$ cat src/rtl/pusch_rx_pkg.sv
// Shared PUSCH receive-chain constants, FSM encoding and IQ payload type.
package pusch_rx_pkg;

    localparam int unsigned WIDTH         = 26;
    localparam int unsigned FFT_SIZE      = 2048;
    localparam int unsigned CP_LONG       = 160;
    localparam int unsigned CP_SHORT      = 144;
    localparam int unsigned SYMS_PER_SLOT = 14;
    localparam int unsigned LONG_SYM_A    = 0;
    localparam int unsigned LONG_SYM_B    = 7;

    localparam int unsigned ADDR_W = 11;
    localparam int unsigned SYM_W  = 4;
    localparam int unsigned CNT_W  = 12;

    typedef enum logic [1:0] {
        ST_IDLE = 2'd0,
        ST_CP   = 2'd1,
        ST_DATA = 2'd2
    } cp_state_t;

    typedef struct packed {
        logic signed [WIDTH-1:0] r;
        logic signed [WIDTH-1:0] i;
    } iq_t;

    // CP length of the symbol currently being received
    function automatic logic [CNT_W-1:0] cp_len(input logic [SYM_W-1:0] sym);
        return (sym == SYM_W'(LONG_SYM_A) || sym == SYM_W'(LONG_SYM_B)) ?
               CNT_W'(CP_LONG) : CNT_W'(CP_SHORT);
    endfunction

endpackage

$ cat src/rtl/cp_remover_if.sv
// Sample stream into and useful-sample stream out of the CP remover.
interface cp_remover_if;

    logic                                     in_valid;
    logic                                     in_sos;
    logic signed [pusch_rx_pkg::WIDTH-1:0]    in_r;
    logic signed [pusch_rx_pkg::WIDTH-1:0]    in_i;
    logic                                     out_valid;
    logic signed [pusch_rx_pkg::WIDTH-1:0]    out_r;
    logic signed [pusch_rx_pkg::WIDTH-1:0]    out_i;
    logic [pusch_rx_pkg::ADDR_W-1:0]          out_addr;
    logic [pusch_rx_pkg::SYM_W-1:0]           out_sym;
    logic                                     out_sof;
    logic                                     out_eos;
    logic                                     slot_done;
    logic                                     sync_err;

    modport master (
        output in_valid, in_sos, in_r, in_i,
        input  out_valid, out_r, out_i, out_addr, out_sym,
               out_sof, out_eos, slot_done, sync_err
    );

    modport slave (
        input  in_valid, in_sos, in_r, in_i,
        output out_valid, out_r, out_i, out_addr, out_sym,
               out_sof, out_eos, slot_done, sync_err
    );

endinterface

$ cat src/rtl/cp_sym_tracker.sv
// Slot/symbol position tracker: decides per accepted sample whether it is CP or useful data.
module cp_sym_tracker
    import pusch_rx_pkg::*;
(
    input  logic              clk,
    input  logic              rst,
    input  logic              valid,
    input  logic              sos,
    output logic              keep_c,
    output logic              sof_c,
    output logic              eos_c,
    output logic              restart_c,
    output logic              locked_c,
    output logic              boundary_expected_c,
    output logic [ADDR_W-1:0] addr_c,
    output logic [SYM_W-1:0]  sym
);

    cp_state_t        state, state_nxt;
    logic [CNT_W-1:0] cnt, cnt_nxt;
    logic [SYM_W-1:0] sym_nxt;
    logic [CNT_W-1:0] cur_cp_len;

    assign cur_cp_len = cp_len(sym);

    always_ff @(posedge clk or negedge rst) begin
        if (!rst) begin
            state <= ST_IDLE;
        end else begin
            state <= state_nxt;
        end
    end

    // cnt spans the whole symbol: CP at 0..cp_len-1, useful data after that
    always_ff @(posedge clk or negedge rst) begin
        if (!rst) begin
            cnt <= '0;
            sym <= '0;
        end else begin
            cnt <= cnt_nxt;
            sym <= sym_nxt;
        end
    end

    always_comb begin
        state_nxt = state;
        cnt_nxt   = cnt;
        sym_nxt   = sym;
        if (valid && sos) begin
            state_nxt = ST_CP;
            cnt_nxt   = CNT_W'(1);
            sym_nxt   = '0;
        end else if (valid) begin
            case (state)
                ST_CP: begin
                    if (cnt == cur_cp_len - CNT_W'(1)) begin
                        state_nxt = ST_DATA;
                    end
                    cnt_nxt = cnt + CNT_W'(1);
                end
                ST_DATA: begin
                    if (cnt == cur_cp_len + CNT_W'(FFT_SIZE - 1)) begin
                        state_nxt = ST_CP;
                        cnt_nxt   = '0;
                        sym_nxt   = (sym == SYM_W'(SYMS_PER_SLOT - 1)) ? '0 : sym + SYM_W'(1);
                    end else begin
                        cnt_nxt = cnt + CNT_W'(1);
                    end
                end
                default: ;
            endcase
        end
    end

    always_comb begin
        keep_c              = 1'b0;
        restart_c           = valid && sos;
        locked_c            = (state != ST_IDLE);
        boundary_expected_c = (state == ST_CP) && (cnt == '0) && (sym == '0);
        addr_c              = ADDR_W'(cnt - cur_cp_len);
        if (valid && !sos && state == ST_DATA) begin
            keep_c = 1'b1;
        end
        sof_c = keep_c && (addr_c == '0);
        eos_c = keep_c && (addr_c == ADDR_W'(FFT_SIZE - 1));
    end

endmodule

$ cat src/rtl/cp_remover.sv
// Cyclic-prefix remover: drops CP samples and forwards tagged useful samples to the FFT buffer.
module cp_remover
    import pusch_rx_pkg::*;
(
    input  logic         clk,
    input  logic         rst,
    cp_remover_if.slave  bus
);

    logic              keep_c, sof_c, eos_c, restart_c, locked_c, boundary_expected_c;
    logic [ADDR_W-1:0] addr_c;
    logic [SYM_W-1:0]  sym;
    iq_t               in_iq, out_iq;

    cp_sym_tracker u_tracker (
        .clk                 (clk),
        .rst                 (rst),
        .valid               (bus.in_valid),
        .sos                 (bus.in_sos),
        .keep_c              (keep_c),
        .sof_c               (sof_c),
        .eos_c               (eos_c),
        .restart_c           (restart_c),
        .locked_c            (locked_c),
        .boundary_expected_c (boundary_expected_c),
        .addr_c              (addr_c),
        .sym                 (sym)
    );

    assign in_iq = '{r: bus.in_r, i: bus.in_i};

    // Data and tags hold between useful samples; flags are single-cycle
    always_ff @(posedge clk or negedge rst) begin
        if (!rst) begin
            out_iq        <= '0;
            bus.out_valid <= 1'b0;
            bus.out_addr  <= '0;
            bus.out_sym   <= '0;
            bus.out_sof   <= 1'b0;
            bus.out_eos   <= 1'b0;
            bus.slot_done <= 1'b0;
            bus.sync_err  <= 1'b0;
        end else begin
            bus.out_valid <= keep_c;
            bus.out_sof   <= sof_c;
            bus.out_eos   <= eos_c;
            bus.slot_done <= eos_c && (sym == SYM_W'(SYMS_PER_SLOT - 1));
            bus.sync_err  <= restart_c && locked_c && !boundary_expected_c;
            if (keep_c) begin
                out_iq       <= in_iq;
                bus.out_addr <= addr_c;
                bus.out_sym  <= sym;
            end
        end
    end

    assign bus.out_r = out_iq.r;
    assign bus.out_i = out_iq.i;

endmodule

$ cat src/flat_wrapper.sv
// flat-port wrapper written by rule: the top's interface ports become plain ports
module cp_remover_flat import pusch_rx_pkg::*;
  (clk, rst, bus_in_valid, bus_in_sos, bus_in_r, bus_in_i, bus_out_valid, bus_out_r, bus_out_i, bus_out_addr, bus_out_sym, bus_out_sof, bus_out_eos, bus_slot_done, bus_sync_err);
  cp_remover_if bus_i ();
  input  logic clk;
  input  logic rst;
  input wire logic [$bits(bus_i.in_valid)-1:0] bus_in_valid;
  input wire logic [$bits(bus_i.in_sos)-1:0] bus_in_sos;
  input wire logic [$bits(bus_i.in_r)-1:0] bus_in_r;
  input wire logic [$bits(bus_i.in_i)-1:0] bus_in_i;
  output wire logic [$bits(bus_i.out_valid)-1:0] bus_out_valid;
  output wire logic [$bits(bus_i.out_r)-1:0] bus_out_r;
  output wire logic [$bits(bus_i.out_i)-1:0] bus_out_i;
  output wire logic [$bits(bus_i.out_addr)-1:0] bus_out_addr;
  output wire logic [$bits(bus_i.out_sym)-1:0] bus_out_sym;
  output wire logic [$bits(bus_i.out_sof)-1:0] bus_out_sof;
  output wire logic [$bits(bus_i.out_eos)-1:0] bus_out_eos;
  output wire logic [$bits(bus_i.slot_done)-1:0] bus_slot_done;
  output wire logic [$bits(bus_i.sync_err)-1:0] bus_sync_err;
  assign bus_i.in_valid = bus_in_valid;
  assign bus_i.in_sos = bus_in_sos;
  assign bus_i.in_r = bus_in_r;
  assign bus_i.in_i = bus_in_i;
  assign bus_out_valid = bus_i.out_valid;
  assign bus_out_r = bus_i.out_r;
  assign bus_out_i = bus_i.out_i;
  assign bus_out_addr = bus_i.out_addr;
  assign bus_out_sym = bus_i.out_sym;
  assign bus_out_sof = bus_i.out_sof;
  assign bus_out_eos = bus_i.out_eos;
  assign bus_slot_done = bus_i.slot_done;
  assign bus_sync_err = bus_i.sync_err;
  cp_remover u_core (.clk(clk), .rst(rst), .bus(bus_i));
endmodule
$ cat config.mk
export PLATFORM = sky130hd
export DESIGN_NAME = cp_remover_flat
export DESIGN_NICKNAME = d
export VERILOG_FILES = /design/src/rtl/pusch_rx_pkg.sv /design/src/rtl/cp_remover_if.sv /design/src/rtl/cp_sym_tracker.sv /design/src/rtl/cp_remover.sv /design/src/flat_wrapper.sv
export SDC_FILE = /design/constraint.sdc
export NUM_CORES = 1
export LEC_CHECK = 0
export CAP_MARGIN = 20
export CORE_MARGIN = 2
export CORE_UTILIZATION = 42
export DETAILED_ROUTE_END_ITERATION = 6
export GPL_TIMING_DRIVEN = 0
export HOLD_SLACK_MARGIN = 0.05
export MAX_ROUTING_LAYER = met4
export PLACE_DENSITY = 0.75
export SETUP_SLACK_MARGIN = 0.05
export SLEW_MARGIN = 20
export SYNTH_ARGS = -nofsm -noshare
export SYNTH_HDL_FRONTEND = slang
export SYNTH_SLANG_ARGS = --single-unit
$ cat constraint.sdc
create_clock -name clk -period 3.1 [get_ports clk]
set_input_delay 0.62 -clock clk [delete_from_list [all_inputs] [get_ports clk]]
set_output_delay 0.62 -clock clk [all_outputs]
set_load 0.01 [all_outputs]
Word level (Yosys, flattened, before mapping)
Cells that the tools add are included.

cells by class
  equal/unequal tests = 9
  multiplexer cells = 16
  add/subtract/negate cells = 5
  reduce and logical (&&, ||, !) cells = 24

operator list
  cell                     count
  $mux W12                 3
  $eq A12 B12 Y1           2
  $pmux W12 S2             1
  $mux W4                  5
  $add A12 B1 Y12 const B  1
  $add A8 B11 Y12 const B  1
  $logic_not A12 Y1        1
  $eq A11 B11 Y1 const B   1
  $logic_not A11 Y1        1
  $sub A11 B8 Y11          1
  $logic_and A1 B1 Y1      10
  $sub A8 B1 Y9 const B    1
  $mux W2                  4
  $reduce_bool A2 Y1       4
  $mux W6                  1
  $ne A3 B2 Y1 const B     2
  $add A4 B1 Y4 const B    1
  $eq A4 B3 Y1 const B     1
  $eq A4 B4 Y1 const B     1
  $logic_not A4 Y1         1
  $pmux W2 S2              1
  $reduce_and A4 Y1        1
  $reduce_and A3 Y1        1
  $reduce_bool A3 Y1       1
  other kinds (6)          7

storage, ports and cells
  output and inout port bits = 72
  word-level logic and storage cells = 66
  flip-flop bits (word level) = 90
  bits of input ports = 56

Logic depth before layout (Yosys ltp)
  depth in word-level cells = 9
  depth in mapped cells = 12
  mapped depth without buffers = 12

Cells and area by module
From an unflattened synthesis, not the netlist that was laid out.

second synthesis, totals
  cell total of the unflattened synthesis = 312
  area, all modules = 4134.0 um^2

modules (own cells, without submodules)
  module          area each (um^2)  instances  sequential area each (um^2)  cells an instance
  cp_remover      2742.6            1          1801.7                       150
  cp_sym_tracker  1391.3            1          450.4                        162

Worst setup path after synthesis
Ideal clock, no wire load.

  kind = reg-to-reg
  from = reg u_core.u_tracker.sym[0]
  to = reg u_core.bus.slot_done
  cell stages (with the launch flop) = 13
  setup slack = 0.221 ns
  required time = 3.004 ns
  setup time = 0.096 ns
  data arrival time = 2.783 ns
  cell sequence = dfrtp_1 inv_1 ha_1 mux2i_1 or2_2 ha_1 inv_1 fa_1 o21ai_4 nand2_1 xor2_1 or4_4 nor4_2

on the way
  word-level cells in the longest chain between the ends = 7
  elaborated cells between the ends (all ways) = 9
  classes of those cells = add/sub (1); eq/ne (3); mux (1); reduce/logical (4)

ends and longest elaborated chain
  element                                           line                  source
  start, declared                                   cp_sym_tracker.sv:16  output logic [SYM_W-1:0] sym
  start signal, assigned                            cp_sym_tracker.sv:41  sym <= sym_nxt;
  $eq A4 B3 Y1 or $logic_not A4 Y1 (tied branches)  pusch_rx_pkg.sv:29    return (sym == SYM_W'(LONG_SYM_A) || sym == SYM_W'(LONG_SYM_B)) ?
  $logic_or A1 B1 Y1                                pusch_rx_pkg.sv:29
  $mux W6                                           pusch_rx_pkg.sv:29
  $sub A11 B8 Y11                                   cp_sym_tracker.sv:80  addr_c = ADDR_W'(cnt - cur_cp_len);
  $eq A11 B11 Y1                                    cp_sym_tracker.sv:85  eos_c = keep_c && (addr_c == ADDR_W'(FFT_SIZE - 1));
  $logic_and A1 B1 Y1                               cp_sym_tracker.sv:85
  $logic_and A1 B1 Y1 *                             cp_remover.sv:47      bus.slot_done <= eos_c && (sym == SYM_W'(SYMS_PER_SLOT - 1));
  end signal, assigned                              cp_remover.sv:47
  end, declared                                     cp_remover_if.sv:27   out_sof, out_eos, slot_done, sync_err

Mark *: on every way between the ends. The rest lies on a longest branch, timed or not.
A chain may end at the register's enable or synchronous reset.

Final worst setup path
  from = reg u_core.u_tracker.sym[0]
  to = reg u_core.bus.out_eos

on the way
  word-level cells in the longest chain between the ends = 6
  elaborated cells between the ends (all ways) = 7
  classes of those cells = add/sub (1); eq/ne (2); mux (1); reduce/logical (3)

ends and longest elaborated chain
  element                                           line                  source
  $eq A4 B3 Y1 or $logic_not A4 Y1 (tied branches)  pusch_rx_pkg.sv:29
  $logic_or A1 B1 Y1 *                              pusch_rx_pkg.sv:29
  $mux W6 *                                         pusch_rx_pkg.sv:29
  $sub A11 B8 Y11 *                                 cp_sym_tracker.sv:80
  $eq A11 B11 Y1 *                                  cp_sym_tracker.sv:85
  $logic_and A1 B1 Y1 *                             cp_sym_tracker.sv:85
  named net u_core.eos_c                            cp_remover.sv:10      logic keep_c, sof_c, eos_c, restart_c, locked_c, boundary_expected_c;
  end signal, assigned                              cp_remover.sv:46      bus.out_eos <= eos_c;
  end, declared                                     cp_remover_if.sv:27

The timed path passes the listed nets; every way through them passes the cells marked *.

==> results.sh <==
export IMPL_crit_family="simple AND/OR/NAND/NOR gates"
export IMPL_synth_edff_count=0
export IMPL_die_w_um=102
export IMPL_worstHoldPathType="in -> async"
export IMPL_syn_num_nets=513
export IMPL_yosysSeqAreaShare=0.560
export IMPL_ctsRootBufferMaster="clkbuf_8"
export IMPL_synthCells=446
export IMPL_cts_num_sinks=90
export IMPL_cts_inserted_buffers=9
export IMPL_seq_area_sq_um=2250
export IMPL_worstReg2RegStart="u_core.u_tracker.sym[0]$_DFFE_PN0P_"
export IMPL_wirelength_um=9730
export IMPL_path_cells="inv_1 -> ha_1 -> mux2i_1 -> or2_4 -> ha_1 -> inv_1 -> fa_2 -> o21ai_4 -> nand2_1 -> xor2_1 -> or4_4 -> nor3_1"
export IMPL_num_rows=35
export IMPL_syn_area_per_cell_sq_um=9.01
export IMPL_finalCriticalPeriod_ps=2880
export IMPL_p_leak_nw=2.71
export IMPL_final_cells=720
export IMPL_die_area_sq_um=10400
export IMPL_crit_required_ps=3370
export IMPL_cp_start_kind="flop"
export IMPL_clockBufferDepth=2
export IMPL_relSlewSlack=0.536
export IMPL_dp_cells=703
export IMPL_start_util=0.433
export IMPL_p_per_area_nw_per_um2=733
export IMPL_arrival_ps=3160
export IMPL_fin_skew_ps=10.7
export IMPL_die_y_um=102
export IMPL_routedWlPerCell_um=13.5
export IMPL_async_flop_share=1.00
export IMPL_synthDistinctLibCells=50
export IMPL_io_buffers=127
export IMPL_nFillCells=818
export IMPL_fin_setup_tns_ps=0
export IMPL_place_congestion=0.848
export IMPL_clock_latency_ps=360
export IMPL_ios=128
export IMPL_max_stage_delay_ps=570
export IMPL_p_sw_frac=0.328
export IMPL_overflow=0
export IMPL_drt_pass1_iter_count=4
export IMPL_routed_via_density=4.80
export IMPL_outcome="finished clean"
export IMPL_dp_hpwl_um=7290
export IMPL_hold_violations=0
export IMPL_vias=3453
export IMPL_grt_pass1_vias=3457
export IMPL_layout_worst_path_cycle_share=0.929
export IMPL_yosys_register_bits=90
export IMPL_antenna_found_initial=0
export IMPL_drt_iter0_drc=130
export IMPL_nets=653
export IMPL_startpoint="u_core.u_tracker.sym[0]$_DFFE_PN0P_"
export IMPL_drive_above_1_share=0.0643
export IMPL_pwr_share_seq=0.424
export IMPL_power_frac_clock=0.180
export IMPL_setup_violations=0
export IMPL_critical_path_slowest_cell="or4_4"
export IMPL_p_int_mw=2.81
export IMPL_ys_flop_type="dfrtp_1"
export IMPL_area_growth_pct=41.7
export IMPL_cts_tree="yes"
export IMPL_path_buf_inv=2
export IMPL_yosys_warnings=0
export IMPL_finalPower_mw=4.17
export IMPL_rsz0062_at_grt="false"
export IMPL_clk_pin_slew_worst_paths_ps=90
export IMPL_core_sq_um=9280
export IMPL_drv_cap=0
export IMPL_htreeDepth=3
export IMPL_max_freq_mhz=347
export IMPL_final_area_sq_um=5690
export IMPL_fin_hold_ws_ps=194
export IMPL_tightestPinTransition_ps=692
export IMPL_switchingPower_mw=1.37
export IMPL_cp_end_kind="flop"
export IMPL_power_frac_comb=0.396
export IMPL_crit_path_max_fanout=4
export IMPL_antenna_left=0
export IMPL_placed_cell_area_sq_um=5480
export IMPL_grt_pass1_wl_um=16000
export IMPL_grt_start_max_net_pins=60
export IMPL_path_class="reg -> reg"
export IMPL_ir_drop_v=0.000312
export IMPL_grt_usage=0.199
export IMPL_drv_slew=0
export IMPL_syn_area_sq_um=4020
export IMPL_drc=0
export IMPL_num_antenna_cells=0
export IMPL_multi_input_area_sq_um=1610
what timing repair did:
item | in CTS | in global routing
buffers inserted | 2 | 0
endpoints found under the setup margin | 2 | 7
gates resized for setup | 1 | 3
hold buffers | 0 | 0
pin swaps | 0 | 2
cell usage in the layout, fill, tap and decap left out, types with 5 or more instances in the layout:
master | Yosys | layout
nor3_1 | 8 | 8
dfrtp_1 | 90 | 90
a21oi_1 | 5 | 5
inv_1 | 11 | 11
clkbuf_8 | 0 | 11
nand3_1 | 8 | 8
clkdlybuf4s50_1 | 0 | 126
o21ai_0 | 15 | 15
nor2_1 | 16 | 15
nand2_1 | 199 | 199
xnor2_1 | 8 | 8
ha_1 | 10 | 10
clkbuf_1 | 17 | 16
layout make-up:
type	instances	share of cell area
Sequential cell	90	0.396
Multi-Input combinational cell	318	0.283
Timing Repair Buffer	130	0.230
Tap cell	129	0.0283
Clock buffer	11	0.0266
Buffer	25	0.0209
Inverter	12	0.00879
Clock inverter	5	0.00681
cell families (layout without fill, tap and decap cells):
kind of cell	Yosys count	after routing	synth area share
multiplexers	1	1	0.00249
adder cells (fa/ha/maj)	11	11	0.0361
AND/OR/NAND/NOR	260	260	0.277
buffers and inverters	38	183	0.0430
AO/OA/AOI/OAI	35	35	0.0567
XOR/XNOR	11	11	0.0240
flip-flops	90	90	0.560
state kept, by name, summed over array words and instances (netlist names):
name and flops:
u_core.bus.sync_err 1, u_core.u_tracker.cnt 12, u_core.bus.out_r 26, u_core.bus.out_valid 1, u_core.bus.out_eos 1, u_core.bus.out_sof 1, u_core.bus.slot_done 1, u_core.bus.out_addr 11
u_core.bus.out_sym 4, u_core.u_tracker.sym 4, u_core.bus.out_i 26, u_core.u_tracker.state 2
cells in the mapped netlist (2+ instances only):
cell type,count,share of area
dfrtp_1,90,0.56
nand2_1,199,0.19
inv_1,11,0.010
nor4b_1,3,0.0065
nor2_1,16,0.015
nor2b_1,2,0.0031
xor2_1,3,0.0065
nor3b_1,4,0.0075
and3_1,4,0.0062
nand4_1,4,0.0062
nor3_1,8,0.010
a211o_1,2,0.0044
ha_1,10,0.031
xnor2_1,8,0.017
a21oi_1,5,0.0062
o21ai_0,15,0.019
clkbuf_1,17,0.016
o21a_1,2,0.0037
buf_2,4,0.0050
nand3_1,8,0.010
buf_6,2,0.0056
routing by layer:
layer  vias up  global-route usage  share of wire
met2        93               0.332           0.50
met4         0              0.0441         0.0094
met5         -                   -              0
met1      1646               0.251           0.44
li1       1704                   -              -
met3        10              0.0431          0.056
metrics by stage:
| step | utilization | worst slack, ps |
|---|---|---|
| floorplan | - | 221 |
| global placement | 0.587 | -1820 |
| detailed placement | 0.590 | -35.1 |
| CTS | 0.612 | 88.6 |
| global route | 0.613 | 86.9 |
| finish | 0.613 | 219 |
power by group through the flow:
| stage | clock, mW | combinational (mW) | sequential [mW] |
|---|---|---|---|
| after global placement | 0 | 1.62 | 1.78 |
| final | 0.751 | 1.65 | 1.77 |
| after floorplan | 0 | 0.513 | 1.95 |
| after global routing | 0.823 | 1.82 | 1.82 |
| after detailed placement | 0 | 1.66 | 1.80 |
| after CTS | 0.775 | 1.67 | 1.77 |
worst paths after layout:
check	to	slack, ps	cells past startpoint
max	u_core.bus.out_eos$_DFF_PN0_	220	12
min	u_core.bus.out_i[13]$_DFFE_PN0P_	190	1
max reg2reg	u_core.bus.out_eos$_DFF_PN0_	220	12
min reg2reg	u_core.bus.out_addr[5]$_DFFE_PN0P_	480	2
max in group asynchronous	u_core.bus.out_valid$_DFF_PN0_	2270	2
min in group clk	u_core.bus.out_addr[5]$_DFFE_PN0P_	480	2
Note: power is estimated with default switching activity, not from simulation.
